File: src/rtl/axi_lite_master_ctrl.sv
// Single-outstanding AXI4-Lite master: converts a command/response handshake into
// one AXI4-Lite write (AW+W then B) or read (AR then R) at a time.
module axi_lite_master_ctrl #(
  parameter int          ADDR_W = 32,
  parameter int          DATA_W = 32,
  parameter logic [2:0]  PROT   = 3'b000
) (
  input  logic                  aclk,
  input  logic                  aresetn,
  input  logic                  cmd_valid,
  output logic                  cmd_ready,
  input  logic                  cmd_write,
  input  logic [ADDR_W-1:0]     cmd_addr,
  input  logic [DATA_W-1:0]     cmd_wdata,
  input  logic [DATA_W/8-1:0]   cmd_wstrb,
  output logic                  rsp_valid,
  output logic [DATA_W-1:0]     rsp_rdata,
  output logic [1:0]            rsp_resp,
  output logic [ADDR_W-1:0]     m_axi_awaddr,
  output logic [2:0]            m_axi_awprot,
  output logic                  m_axi_awvalid,
  input  logic                  m_axi_awready,
  output logic [DATA_W-1:0]     m_axi_wdata,
  output logic [DATA_W/8-1:0]   m_axi_wstrb,
  output logic                  m_axi_wvalid,
  input  logic                  m_axi_wready,
  input  logic [1:0]            m_axi_bresp,
  input  logic                  m_axi_bvalid,
  output logic                  m_axi_bready,
  output logic [ADDR_W-1:0]     m_axi_araddr,
  output logic [2:0]            m_axi_arprot,
  output logic                  m_axi_arvalid,
  input  logic                  m_axi_arready,
  input  logic [DATA_W-1:0]     m_axi_rdata,
  input  logic [1:0]            m_axi_rresp,
  input  logic                  m_axi_rvalid,
  output logic                  m_axi_rready,
  output logic [2:0]            fsm_state
);

  // Handshake rule on every channel: a transfer happens on a rising edge where
  // valid && ready; a raised valid and its payload hold steady until that edge.

  typedef enum logic [2:0] {
    IDLE    = 3'd0,
    WR_AW_W = 3'd1,
    WR_B    = 3'd2,
    RD_AR   = 3'd3,
    RD_R    = 3'd4
  } state_t;

  state_t            state;
  logic [ADDR_W-1:0] aligned_addr;

  assign aligned_addr = cmd_addr & ~ADDR_W'(3);
  assign m_axi_awprot = PROT;
  assign m_axi_arprot = PROT;
  assign fsm_state    = state;

  always_ff @(posedge aclk or negedge aresetn) begin
    if (!aresetn) begin
      state         <= IDLE;
      cmd_ready     <= 1'b0;
      rsp_valid     <= 1'b0;
      rsp_rdata     <= '0;
      rsp_resp      <= 2'b00;
      m_axi_awaddr  <= '0;
      m_axi_awvalid <= 1'b0;
      m_axi_wdata   <= '0;
      m_axi_wstrb   <= '0;
      m_axi_wvalid  <= 1'b0;
      m_axi_bready  <= 1'b0;
      m_axi_araddr  <= '0;
      m_axi_arvalid <= 1'b0;
      m_axi_rready  <= 1'b0;
    end else begin
      rsp_valid <= 1'b0;
      case (state)
        IDLE: begin
          if (cmd_valid && cmd_ready) begin
            cmd_ready <= 1'b0;
            if (cmd_write) begin
              m_axi_awaddr  <= aligned_addr;
              m_axi_wdata   <= cmd_wdata;
              m_axi_wstrb   <= cmd_wstrb;
              m_axi_awvalid <= 1'b1;
              m_axi_wvalid  <= 1'b1;
              state         <= WR_AW_W;
            end else begin
              m_axi_araddr  <= aligned_addr;
              m_axi_arvalid <= 1'b1;
              state         <= RD_AR;
            end
          end else begin
            cmd_ready <= 1'b1;
          end
        end
        WR_AW_W: begin
          // A channel whose valid is already low has completed its handshake.
          if (m_axi_awvalid && m_axi_awready) m_axi_awvalid <= 1'b0;
          if (m_axi_wvalid && m_axi_wready)   m_axi_wvalid  <= 1'b0;
          if ((!m_axi_awvalid || m_axi_awready) && (!m_axi_wvalid || m_axi_wready)) begin
            m_axi_bready <= 1'b1;
            state        <= WR_B;
          end
        end
        WR_B: begin
          if (m_axi_bvalid) begin
            m_axi_bready <= 1'b0;
            rsp_resp     <= m_axi_bresp;
            rsp_rdata    <= '0;
            rsp_valid    <= 1'b1;
            cmd_ready    <= 1'b1;
            state        <= IDLE;
          end
        end
        RD_AR: begin
          if (m_axi_arready) begin
            m_axi_arvalid <= 1'b0;
            m_axi_rready  <= 1'b1;
            state         <= RD_R;
          end
        end
        RD_R: begin
          if (m_axi_rvalid) begin
            m_axi_rready <= 1'b0;
            rsp_resp     <= m_axi_rresp;
            rsp_rdata    <= m_axi_rdata;
            rsp_valid    <= 1'b1;
            cmd_ready    <= 1'b1;
            state        <= IDLE;
          end
        end
        default: state <= IDLE;
      endcase
    end
  end

endmodule
File: config.mk
export PLATFORM = sky130hd
export DESIGN_NAME = axi_lite_master_ctrl
export DESIGN_NICKNAME = d
export VERILOG_FILES = /design/src/rtl/axi_lite_master_ctrl.sv
export SDC_FILE = /design/constraint.sdc
export NUM_CORES = 1
export LEC_CHECK = 0
export ABC_AREA = 1
export BUFFER_PORTS_ARGS = -buffer_cell sky130_fd_sc_hd__buf_2
export CORE_ASPECT_RATIO = 0.8
export CORE_MARGIN = 2
export CORE_UTILIZATION = 40
export CTS_CLUSTER_DIAMETER = 100
export DETAILED_ROUTE_END_ITERATION = 16
export PLACE_DENSITY = 0.73
export SLEW_MARGIN = 10
export SYNTH_ARGS = -nofsm -noshare
export SYNTH_HDL_FRONTEND = slang
export SYNTH_SLANG_ARGS = --single-unit
File: constraint.sdc
create_clock -name aclk -period 1.3 [get_ports aclk]
set_input_delay 0.195 -clock aclk [delete_from_list [all_inputs] [get_ports aclk]]
set_output_delay 0.195 -clock aclk [all_outputs]
set_load 0.05 [all_outputs]
Yosys cells after proc, flatten, opt, wreduce, memory -nomap -nowiden
Index checks and enable logic that the tools add are counted.
{ "word_totals": {"regBits": 140, "inputBits": 113, "out_inout_bits": 150, "wordCells": 89} }
{ "classes": {"n_eq_ne": 13, "muxes": 36, "bitwise": 1, "n_reduce_logical": 25} }
{ "op_table": {"columns": ["op", "count"], "rows": [
  ["$mux 32", 2],
  ["$pmux 32 s2", 1],
  ["$ne 2x2->1 const B", 9],
  ["$reduce_and 3->1", 6],
  ["$mux 1", 16],
  ["$mux 3", 5],
  ["$pmux 3 s5", 1],
  ["$pmux 1 s2", 6],
  ["$reduce_and 4->1", 3],
  ["$reduce_bool 2->1", 5],
  ["$eq 3x2->1 const B", 2],
  ["$mux 2", 3],
  ["$reduce_and 5->1", 1],
  ["$logic_and 1x1->1", 4],
  ["$pmux 2 s2", 1],
  ["$eq 3x1->1 const B", 1],
  ["$eq 3x3->1 const B", 1],
  ["$logic_not 3->1", 1],
  ["$pmux 1 s3", 1],
  ["$reduce_bool 3->1", 1],
  ["$logic_not 1->1", 2],
  ["$logic_or 1x1->1", 2],
  ["$not 1->1", 1]
]} }

Longest topological paths before layout
Gate-level depths: netlist of run 1.
{ "depth": {"ltp_word": 5, "depth_mapped": 8, "ltp_nobuf": 8} }

Least setup slack after synthesis of run 1
OpenSTA, ideal clock, no wires.
{ "synth_path": {"path_type": "register to register", "start": "register cmd_ready", "end": "register m_axi_wdata[10]", "t_arrival_ns": 1.573, "t_required_ns": 1.181, "setup_slack_ns": -0.392, "stages_incl_launch_ff": 8, "cell_sequence": "dfrtp_1 > nand3_1 > nor2_8 > inv_2 > buf_6 > buf_6 > nand2_1 > nand2_1"} }
{ "synth_between": {"elab_chain_len": 2} }
{ "synth_rtl": {"columns": ["item", "line_no", "rtl"], "rows": [
  ["start, declared", "11", "output logic cmd_ready,"],
  ["start signal, assigned", "63", "cmd_ready <= 1'b0;"],
  ["start signal, assigned", "81", "cmd_ready <= 1'b0;"],
  ["start signal, assigned", "95", "cmd_ready <= 1'b1;"],
  ["$logic_and 1x1->1", "80", "if (cmd_valid && cmd_ready) begin"],
  ["$reduce_and 3->1 (no line)", null, null],
  ["end signal, assigned", "84", "m_axi_wdata <= cmd_wdata;"],
  ["end, declared", "23", "output logic [DATA_W-1:0] m_axi_wdata,"]
]} }
Every way passes these cells.
A chain may end at the register's enable or synchronous reset.

Worst setup path in the final report of run 1
{ "layout_path": {"start": "register state[0], in the netlist fsm_state[0]", "end": "register rsp_rdata[28]"} }
{ "layout_between": {"elab_chain_len": 3} }
{ "layout_rtl": {"columns": ["item", "line_no", "rtl"], "rows": [
  ["start, declared", "52", "state_t state;"],
  ["start signal, assigned", "62", "state <= IDLE;"],
  ["start signal, assigned", "88", "state <= WR_AW_W;"],
  ["start signal, assigned", "92", "state <= RD_AR;"],
  ["$eq 3x3->1 / $eq 3x2->1 (equally long branches)", "78", "case (state)"],
  ["$ne 2x2->1 (no line) / $reduce_bool 2->1 (equally long branches)", null, null],
  ["$reduce_and 3->1 (no line)", null, null],
  ["end signal, assigned", "128", "rsp_rdata <= m_axi_rdata;"],
  ["end, declared", "17", "output logic [DATA_W-1:0] rsp_rdata,"]
]} }
Parallel ways exist; a longest one is shown, timed or not.

==> results of run 1 <==
## layout make-up
| cell class | count | share of cell area |
|---|---|---|
| timing repair buffer | 315 | 0.2427 |
| multi-input combinational | 363 | 0.2152 |
| sequential | 140 | 0.4130 |
| clock inverter | 13 | 0.01561 |
| clock buffer | 19 | 0.05214 |
| antenna | 1 | 0.0002946 |
| inverter | 77 | 0.03461 |
| tap | 180 | 0.02651 |
## cell usage after synthesis (all sizes together)
cell type,n
nor2,8
inv,77
buf,34
clkbuf,5
a21oi,3
nand2,202
nand3,38
o21bai,1
nand3b,1
conb,1
nand4,1
o21ai,97
dfrtp,140
nor3,1
## registers in the layout, indices dropped and copies added (netlist names), 2 cells and up
signal        count
fsm_state         3
m_axi_araddr     30
m_axi_awaddr     30
m_axi_wdata      32
m_axi_wstrb       4
rsp_rdata        32
rsp_resp          2
## power by group
part / internal [µW] / switching, µW
combinational: 3190 / 9840
clock: 2730 / 1930
sequential: 6270 / 1100
## metrics by stage
step                worst slack, ns  instances  TNS, ns
global placement           -0.01690       1034  -0.2939
finish                     -0.09228       1108   -3.909
CTS                        -0.04662       1099   -1.884
detailed placement         -0.07475       1034   -2.395
floorplan                   -0.1845        618   -17.15
global route                -0.1484       1108   -13.42
## repair_timing
action,4_1_cts,5_1_grt
pin swaps,1,5
gates cloned,0,7
endpoints found under the hold margin,127,0
gates resized for setup,22,92
hold buffers,32,0
setup buffers,1,1
setup endpoints to repair,127,138
## placed cells by master, fill, tap and decap left out, types with 2 or more instances in the layout
cell type	netlist	final
a21oi_1	3	3
buf_12	0	9
buf_2	20	244
buf_4	10	15
buf_6	3	8
buf_8	0	2
clkbuf_16	0	21
clkinv_4	0	2
clkinvlp_4	0	4
conb_1	1	10
dfrtp_1	140	136
dfrtp_2	0	4
dlygate4sd3_1	0	32
inv_1	76	73
inv_2	1	3
inv_6	0	6
nand2_1	200	193
nand2_2	1	7
nand2_4	1	2
nand3_1	38	5
nand3_2	0	32
nor2_1	6	5
o21ai_0	90	35
o21ai_1	7	56
o21ai_2	0	6
## cell families after synthesis
kind of cell | count (synthesis) | share of synthesized area
compound gates | 101 | 0.09113
buf+inv | 116 | 0.09383
flops | 140 | 0.6285
other cells | 1 | 0.0006728
simple gates | 251 | 0.1859
## worst paths after layout
| kind | start | end | slack [ns] |
|---|---|---|---|
| setup / recovery | fsm_state[0] | rsp_rdata[28] | -0.09 |
| hold / removal | cmd_wdata[22] | m_axi_wdata[22] | 0.02 |
| setup reg to reg | fsm_state[0] | rsp_rdata[28] | -0.09 |
| hold reg to reg | m_axi_wstrb[3] | m_axi_wstrb[3] | 0.47 |
| max in group asynchronous | aresetn | m_axi_wdata[17] | 0.54 |
| min in group asynchronous | aresetn | m_axi_araddr[25] | 0.24 |
## routing by layer
metal	global-route usage	part of all wire	wire, µm	vias up
li1	-	-	-	2496
met4	0.07440	0.018	274	0
met5	0	0	0	-
met1	0.2489	0.42	6520	2290
met3	0.06639	0.065	997	21
met2	0.3250	0.49	7580	152
## critical path, cell delays in order (launching register included)
cell       delay, ns
dfrtp_2         0.45
nor3_4          0.31
nand2_4         0.16
clkbuf_16       0.20
nand3_2         0.06
o21ai_1         0.08
==> results by group, run 1 <==
Place
  – Port Buf Inserts: 250
  – RePlAce Congestion: 0.7869
  – DP Area: 0.007177 mm²
  – HPWL Detailed: 10080 µm

Global route
  – Initial antenna violation count: 1
  – Vias in the first global route: 4725
  – Pin count of the biggest net entering global routing: 55
  – Gr ovfl total: 0
  – GRT Util Overall: 0.1993
  – First-pass GRT wire length: 23000 µm

Outcome
  – Status: finished, violations left
  – Failing checks: negative setup slack

Routing
  – Routed WL: 15370 µm
  – DRC: 0
  – Via Count: 4959
  – Post-DRT Antenna Nets: 0
  – Drt pass-1 iters: 5
  – Wire per inst: 13.87 µm
  – Via-to-Cell Ratio: 4.476
  – Iter 0 DRT Violations: 218

Die
  – Rows: 38
  – Core Area: 0.01360 mm²
  – Die area: 0.01490 mm²
  – I/O Pins: 263
  – Starting Density: 0.4099
  – Die X: 136.0 µm
  – Die Y: 109.6 µm

Power
  – Power Density: 2949 mW/mm²
  – P_leak: 0.004814 µW
  – Worst vdd ir: 1.909 mV
  – Pwr Total: 25060 µW

Timing
  – Slew Viols, Final: 0
  – Final Hold Fails: 0
  – Min Clock Period, post-route: 1.392 ns
  – Min Hold Slack: 0.01669 ns
  – Clock Skews: 0.009947 ns
  – Setup Viol. Count Final: 123
  – Peak Freq: 718.2 MHz
  – Final Worst Setup Slack: -0.09228 ns
  – Fin crit share: 1.071
  – RSZ-0062 raised after global routing: true

Synth
  – Synth Instances: 609
  – Leading post-synthesis cells by cell area: dfrtp_1 63%, nand2_1 13%, o21ai_0 8.1%
  – Register area share after synthesis: 0.6285
  – Ys Warns: 0
  – Synthesized flop and latch total: 140
  – Syn_area_per_cell: 9.153 µm²
  – Distinct cells, synth: 24
  – Netlist Area Pre-Place: 0.005574 mm²
  – Dominant cell type by area after synthesis: dfrtp_1
  – Synth top area share: 0.6285

Run
  – Max Cap Viol: 0

Setup path
  – Worst EP required: 1.58 ns
  – Crit end category: flip-flop
  – Crit path DAT: 1.67 ns
  – WS Path Type: flip-flop to flip-flop
  – Crit path max fanout: 7
  – FF-to-FF path depth: 5
  – Startpoint Class: flip-flop

Clock tree
  – CTS tree: yes
  – Htree depth: 4
  – Clock Path Buffers: 2
  – Clock root buffer: clkbuf_16
  – Clock transition at the registers of the reported paths: 0.06 ns
  – Clock Latency Late Sink: 0.41 ns
  – TritonCTS Buffers: 17
  – CTS Sinks: 140

Cells and area
  – Final design utilization: 0.6248
  – Multi-input logic area: 0.001828 mm²
  – Post-route cell area: 0.008496 mm²
  – Final nets: 1027
  – Layout cells sized above 1: 0.4045
  – Layout area overhead: 52.41%
  – Fillers: 1138
  – Sequential cell area: 0.003508 mm²

Min path
  – Hold WC Path Type: input pin to flip-flop
  – Hold path cells: 3
No activity file was read; power rests on OpenSTA's default activity.
==> run 2: changes to the inputs <==
--- a/config.mk
+++ b/config.mk
@@ -13,6 +13,7 @@
 export CTS_CLUSTER_DIAMETER = 100
 export DETAILED_ROUTE_END_ITERATION = 16
 export PLACE_DENSITY = 0.73
+export SKIP_CTS_REPAIR_TIMING = 1
 export SLEW_MARGIN = 10
 export SYNTH_ARGS = -nofsm -noshare
 export SYNTH_HDL_FRONTEND = slang
==> run 2 against run 1 <==
The run ends with negative hold slack, negative setup slack left; setup slack better by 0.010 ns; core utilization is 0.33 points lower; largest power group unchanged; first-iteration DRC count is 13% lower; worst hold slack worse by 0.033 ns; register-to-register slack hardly changed; cell area is 0.53% lower; cell count is 0.36% lower.
==> results by group, run 2 (synthesis results as in run 1) <==
Outcome
  – Status: finished, violations left
  – Failing checks: negative hold slack, negative setup slack

Timing
  – Setup Viol. Count Final: 116 (-5.7%)
  – Peak Freq: 723.7 MHz (+0.76%)
  – Min Clock Period, post-route: 1.382 ns (-0.01048 ns)
  – Clock Skews: 0.008785 ns (-0.001162 ns)
  – Final Hold Fails: 4 (+4)
  – Final Worst Setup Slack: -0.08180 ns (+0.01048 ns)
  – Min Hold Slack: -0.01663 ns (-0.03332 ns)
  – Slew Viols, Final: 0 (unchanged)
  – RSZ-0062 raised after global routing: true
  – Fin crit share: 1.063 (-0.008060)

Global route
  – First-pass GRT wire length: 21820 µm (-5.1%)
  – Gr ovfl total: 0 (unchanged)
  – Vias in the first global route: 4477 (-5.2%)
  – Initial antenna violation count: 1 (unchanged)
  – Pin count of the biggest net entering global routing: 55 (unchanged)
  – GRT Util Overall: 0.1888 (-0.01050)

Place
  – Port Buf Inserts: 250 (unchanged)
  – DP Cell Count: 1034 (unchanged)
  – Dpl ws: -0.07475 ns (unchanged)
  – DP Area: 0.007177 mm² (unchanged)
  – RePlAce Congestion: 0.7869 (unchanged)
  – HPWL Detailed: 10080 µm (unchanged)

Cells and area
  – Layout Cells excl Fill: 1104 (-0.36%)
  – Most frequent cells in the layout: 245 x buf_2, 189 x nand2_1, 136 x dfrtp_1
  – Final design utilization: 0.6215 (-0.003313)
  – Most common cell after layout, fill and taps aside: buf_2
  – Layout cells sized above 1: 0.3922 (-0.01233)
  – Final nets: 1023 (-0.39%)
  – Top flop regs: m_axi_wdata (32), rsp_rdata (32)
  – Layout area overhead: 51.60%
  – Post-route cell area: 0.008451 mm² (-0.53%)

Setup path
  – CP top delay family: simple AND/OR/NAND/NOR gates
  – FF-to-FF path depth: 7 (+2)
  – Crit-path cells: nor2_4 > nand2_4 > nor2_8 > buf_12 > buf_12 > nand2_1 > nand2_1
  – Crit path max fanout: 18 (+11)
  – Crit end category: flip-flop
  – Critical path buffers and inverters: 2 (+1)
  – Startpoint Class: flip-flop
  – Critical path depth: 7 (+2)
  – Crit path DAT: 1.73 ns (+0.06 ns)
  – Worst EP required: 1.65 ns (+0.07 ns)
  – Critical Path Max Stage Delay: 0.44 ns (about the same)
  – WS Path Type: flip-flop to flip-flop
  – Slowest CP cell: dfrtp_2

Routing
  – Wire per inst: 14.31 µm (+3.2%)
  – Drt pass-1 iters: 4 (-1)
  – Post-DRT Antenna Nets: 0 (unchanged)
  – DRC: 0 (unchanged)
  – Via Count: 5023 (+1.3%)
  – Routed WL: 15800 µm (+2.8%)
  – Iter 0 DRT Violations: 189 (-13%)
  – Via-to-Cell Ratio: 4.550 (+1.7%)

Power
  – Power Density: 2980 mW/mm² (+1.0%)
  – Worst vdd ir: 1.670 mV (-13%)
  – P_leak: 0.004830 µW (+0.33%)

Die
  – Die X: 136.0 µm (unchanged)
  – Starting Density: 0.4099 (unchanged)
  – Core Area: 0.01360 mm² (unchanged)
  – Die area: 0.01490 mm² (unchanged)
  – I/O Pins: 263 (unchanged)
  – Die Y: 109.6 µm (unchanged)
  – Rows: 38 (unchanged)

Min path
  – Hold WC Path Type: input pin to flip-flop
  – Hold path cells: 3 (unchanged)

Clock tree
  – CTS Sinks: 140 (unchanged)
  – TritonCTS Buffers: 17 (unchanged)
  – Clock Path Buffers: 2 (unchanged)
  – CTS tree: yes
  – Clock Latency Late Sink: 0.41 ns (about the same)
  – Htree depth: 4 (unchanged)
  – Clock root buffer: clkbuf_16
  – Clock transition at the registers of the reported paths: 0.06 ns (about the same)

Run
  – Max Cap Viol: 0 (unchanged)
## run 2: changes by cell type in the layout (fill, tap and decap cells not counted), sizes merged
cell	previous run	this run
dlygate4sd3	32	21
buf	278	282
clkbuf	24	28
nand2	203	202
## run 2: per-layer routing
| layer | track usage | vias up | part of all wire |
|---|---|---|---|
| met5 | 0 | - | 0 |
| met4 | 0.07440 | 0 | 0.027 |
| met3 | 0.06316 | 31 | 0.067 |
| met2 | 0.2973 | 194 | 0.49 |
| met1 | 0.2429 | 2317 | 0.42 |
| li1 | - | 2481 | - |
## run 2: worst min-delay path: stages
cell,delay (ns)
buf_2,0.07
nand2_1,0.04
nand2_1,0.05
## run 2: worst paths after layout
path                       slack [ns]               end            from
max reg2reg                     -0.08   m_axi_wdata[16]    fsm_state[1]
min reg2reg                      0.47    m_axi_wstrb[3]  m_axi_wstrb[3]
min                             -0.02   m_axi_wdata[21]   cmd_wdata[21]
max in group asynchronous        0.54   m_axi_wdata[17]         aresetn
max                             -0.08   m_axi_wdata[16]    fsm_state[1]
min in group asynchronous        0.23  m_axi_araddr[25]         aresetn
## run 2: final cells by class
type | count | area [µm²]
antenna | 1 | 2.502
multi-input combinational | 362 | 1735
inverter | 77 | 296.5
clock buffer | 19 | 442.9
clock inverter | 13 | 132.6
tap | 180 | 225.2
fill | 1146 | 5147
timing repair buffer | 312 | 2107
sequential | 140 | 3508
## run 2: where the power goes
| part | total (µW) | internal (µW) | leakage, µW | switching, µW |
|---|---|---|---|---|
| clock network | 4660 | 2730 | 0.000270 | 1930 |
| registers | 7320 | 6260 | 0.00179 | 1050 |
| logic | 13200 | 3320 | 0.00277 | 9890 |
## run 2: stage by stage
| step | total power, µW | TNS (ns) |
|---|---|---|
| global placement | 19410 | -0.2939 |
| detailed placement | 19600 | -2.395 |
| global route | 26600 | -12.95 |
| floorplan | 16350 | -17.15 |
| CTS | 24350 | -3.229 |
| finish | 25180 | -3.341 |
==> run 3: changes to the inputs <==
--- a/config.mk
+++ b/config.mk
@@ -12,7 +12,7 @@
 export CORE_UTILIZATION = 40
 export CTS_CLUSTER_DIAMETER = 100
 export DETAILED_ROUTE_END_ITERATION = 16
-export PLACE_DENSITY = 0.73
+export PLACE_DENSITY_LB_ADDON = 0.3
 export SKIP_CTS_REPAIR_TIMING = 1
 export SLEW_MARGIN = 10
 export SYNTH_ARGS = -nofsm -noshare
==> run 3 against run 2 <==
The flow still finishes with violations (negative hold slack, negative setup slack); non-clock buffer count decreased by 7; sequential share of layout area increased by 1.1 points; via count decreased by 0.96%; clock power increased by 5.6%; sequential power about the same; cell count decreased by 0.72%; combinational power decreased by 3%; global-route usage decreased by 0.11 points; critical path depth unchanged; fmax decreased by 3.7%.
==> results by group, run 3 (synthesis results as in run 1) <==
Outcome
  – Status: finished, violations left
  – Failing checks: negative hold slack, negative setup slack

Setup path
  – Crit path DAT: 1.77 ns (+0.04 ns)
  – Most used cell, CP: nand2_1
  – Crit-path cells: nor2_4 > nand2_4 > nor2_8 > buf_4 > clkbuf_16 > nand2_1 > nand2_1
  – Startpoint Class: flip-flop
  – Crit end category: flip-flop
  – Worst EP required: 1.64 ns (about the same)
  – Critical Path Max Stage Delay: 0.44 ns (about the same)
  – Crit path max fanout: 8 (-10)
  – Slowest CP cell: dfrtp_2
  – CP top delay family: simple AND/OR/NAND/NOR gates
  – WS Path Type: flip-flop to flip-flop
  – Critical path buffers and inverters: 2 (unchanged)

Timing
  – Setup TNS: -10.36 ns (-7.023 ns)
  – RSZ-0062 raised after global routing: true
  – Fin crit share: 1.104 (+0.04096)
  – Slew Viols, Final: 0 (unchanged)
  – Final Hold Fails: 6 (+2)
  – Clock Skews: 0.006681 ns (-0.002103 ns)
  – Final Worst Setup Slack: -0.1350 ns (-0.05324 ns)
  – Min Clock Period, post-route: 1.435 ns (+0.05324 ns)
  – Min Hold Slack: -0.007198 ns (+0.009431 ns)
  – Setup Viol. Count Final: 132 (+14%)
  – Peak Freq: 696.8 MHz (-3.7%)

Die
  – Die X: 136.0 µm (unchanged)
  – I/O Pins: 263 (unchanged)
  – Die Y: 109.6 µm (unchanged)
  – Rows: 38 (unchanged)
  – Starting Density: 0.4099 (unchanged)
  – Die area: 0.01490 mm² (unchanged)
  – Core Area: 0.01360 mm² (unchanged)

Cells and area
  – Final nets: 1016 (-0.68%)
  – N_diodes: 0 (-1)
  – Most frequent cells in the layout: 247 x buf_2, 196 x nand2_1, 136 x dfrtp_1
  – Layout area overhead: 47.56%
  – Top flop regs: m_axi_wdata (32), rsp_rdata (32)
  – Layout cells sized above 1: 0.3690 (-0.02320)
  – Most common cell after layout, fill and taps aside: buf_2

Place
  – HPWL Detailed: 10260 µm (+1.8%)
  – Dpl ws: -0.1103 ns (-0.03552 ns)
  – Port Buf Inserts: 250 (unchanged)
  – RePlAce Congestion: 0.7555 (-4.0%)

Routing
  – Post-DRT Antenna Nets: 0 (unchanged)
  – Wire per inst: 13.83 µm (-3.4%)
  – Via Count: 4975 (-0.96%)
  – Iter 0 DRT Violations: 236 (+25%)
  – Via-to-Cell Ratio: 4.539 (-0.23%)
  – DRC: 0 (unchanged)
  – Drt pass-1 iters: 5 (+1)
  – Routed WL: 15160 µm (-4.1%)

Global route
  – First-pass GRT wire length: 21730 µm (-0.44%)
  – Initial antenna violation count: 1 (unchanged)
  – Gr ovfl total: 0 (unchanged)
  – Vias in the first global route: 4450 (-0.60%)
  – GRT Util Overall: 0.1877 (-0.001098)
  – Pin count of the biggest net entering global routing: 62 (+13%)

Power
  – Worst vdd ir: 2.106 mV (+26%)
  – Power Density: 3041 mW/mm² (+2.0%)
  – P_leak: 0.004769 µW (-1.3%)

Clock tree
  – Htree depth: 4 (unchanged)
  – Clock transition at the registers of the reported paths: 0.06 ns (about the same)
  – CTS tree: yes
  – Clock root buffer: clkbuf_16
  – TritonCTS Buffers: 17 (unchanged)
  – Clock Latency Late Sink: 0.40 ns (about the same)
  – Clock Path Buffers: 2 (unchanged)
  – CTS Sinks: 140 (unchanged)

Run
  – Max Cap Viol: 0 (unchanged)

Min path
  – Hold WC Path Type: input pin to flip-flop
[run 3: changes by cell type in the layout (fill, tap and decap cells not counted), moves of 4 or more]
cell	change
nand2_1	+7
nand2_2	-7
o21ai_1	-8
o21ai_0	+14
o21ai_2	-6
buf_4	+4
buf_8	-4
[run 3: path summary, 6_finish.rpt]
path                              endpoint            start  slack, ns  depth (start not counted)
hold / removal             m_axi_wdata[13]    cmd_wdata[13]     -0.007                          3
min in group asynchronous  m_axi_wdata[17]          aresetn       0.26                          2
setup reg to reg           m_axi_wdata[26]     fsm_state[0]      -0.14                          7
hold reg to reg            m_axi_wdata[25]  m_axi_wdata[25]       0.47                          2
setup / recovery           m_axi_wdata[26]     fsm_state[0]      -0.14                          7
max in group asynchronous        cmd_ready          aresetn       0.51                          3
[run 3: worst register-to-register path: stages, from the launching register on]
cell	delay [ns]
dfrtp_2	0.44
nor2_4	0.20
nand2_4	0.12
nor2_8	0.17
buf_4	0.17
clkbuf_16	0.15
nand2_1	0.06
nand2_1	0.08
[run 3: area by class of cell]
type                    count  area (µm²)
fillers                  1217        5373
flip-flops and latches    140        3508
repair buffers            305        1966
multi-input cells         362        1629
clock buffers              21       470.5
inverters                  77       294.0
well taps                 180       225.2
clock inverters            11       132.6
[run 3: report_power, final]
group          total (µW)  switching [µW]  leakage (µW)  internal [µW]
logic               12800            9700       0.00269           3100
registers            7290            1030       0.00179           6260
clock network        4920            1910      0.000291           3010
total               25000           12600       0.00477          12400
[run 3: metrics by stage]
stage,std cells,hold WS [ns],total power [µW],area [µm²],util
2_1_floorplan,618,-0.1006,16350,5628,-
4_1_cts,1067,-0.3224,24580,7775,0.5718
3_3_place_gp,1035,0.1186,19450,7172,0.5274
3_5_place_dp,1035,0.1156,19620,7172,0.5274
5_1_grt,1096,0.0001911,26410,8225,0.6049
6_report,1096,-0.007198,25010,8225,0.6049
[run 3: routing by layer]
metal | wire (µm) | vias to the layer above | GRT usage
li1 | - | 2474 | -
met4 | 185 | 2 | 0.05357
met5 | 17 | - | 0
met3 | 1200 | 19 | 0.07146
met2 | 7327 | 196 | 0.2947
met1 | 6428 | 2284 | 0.2448
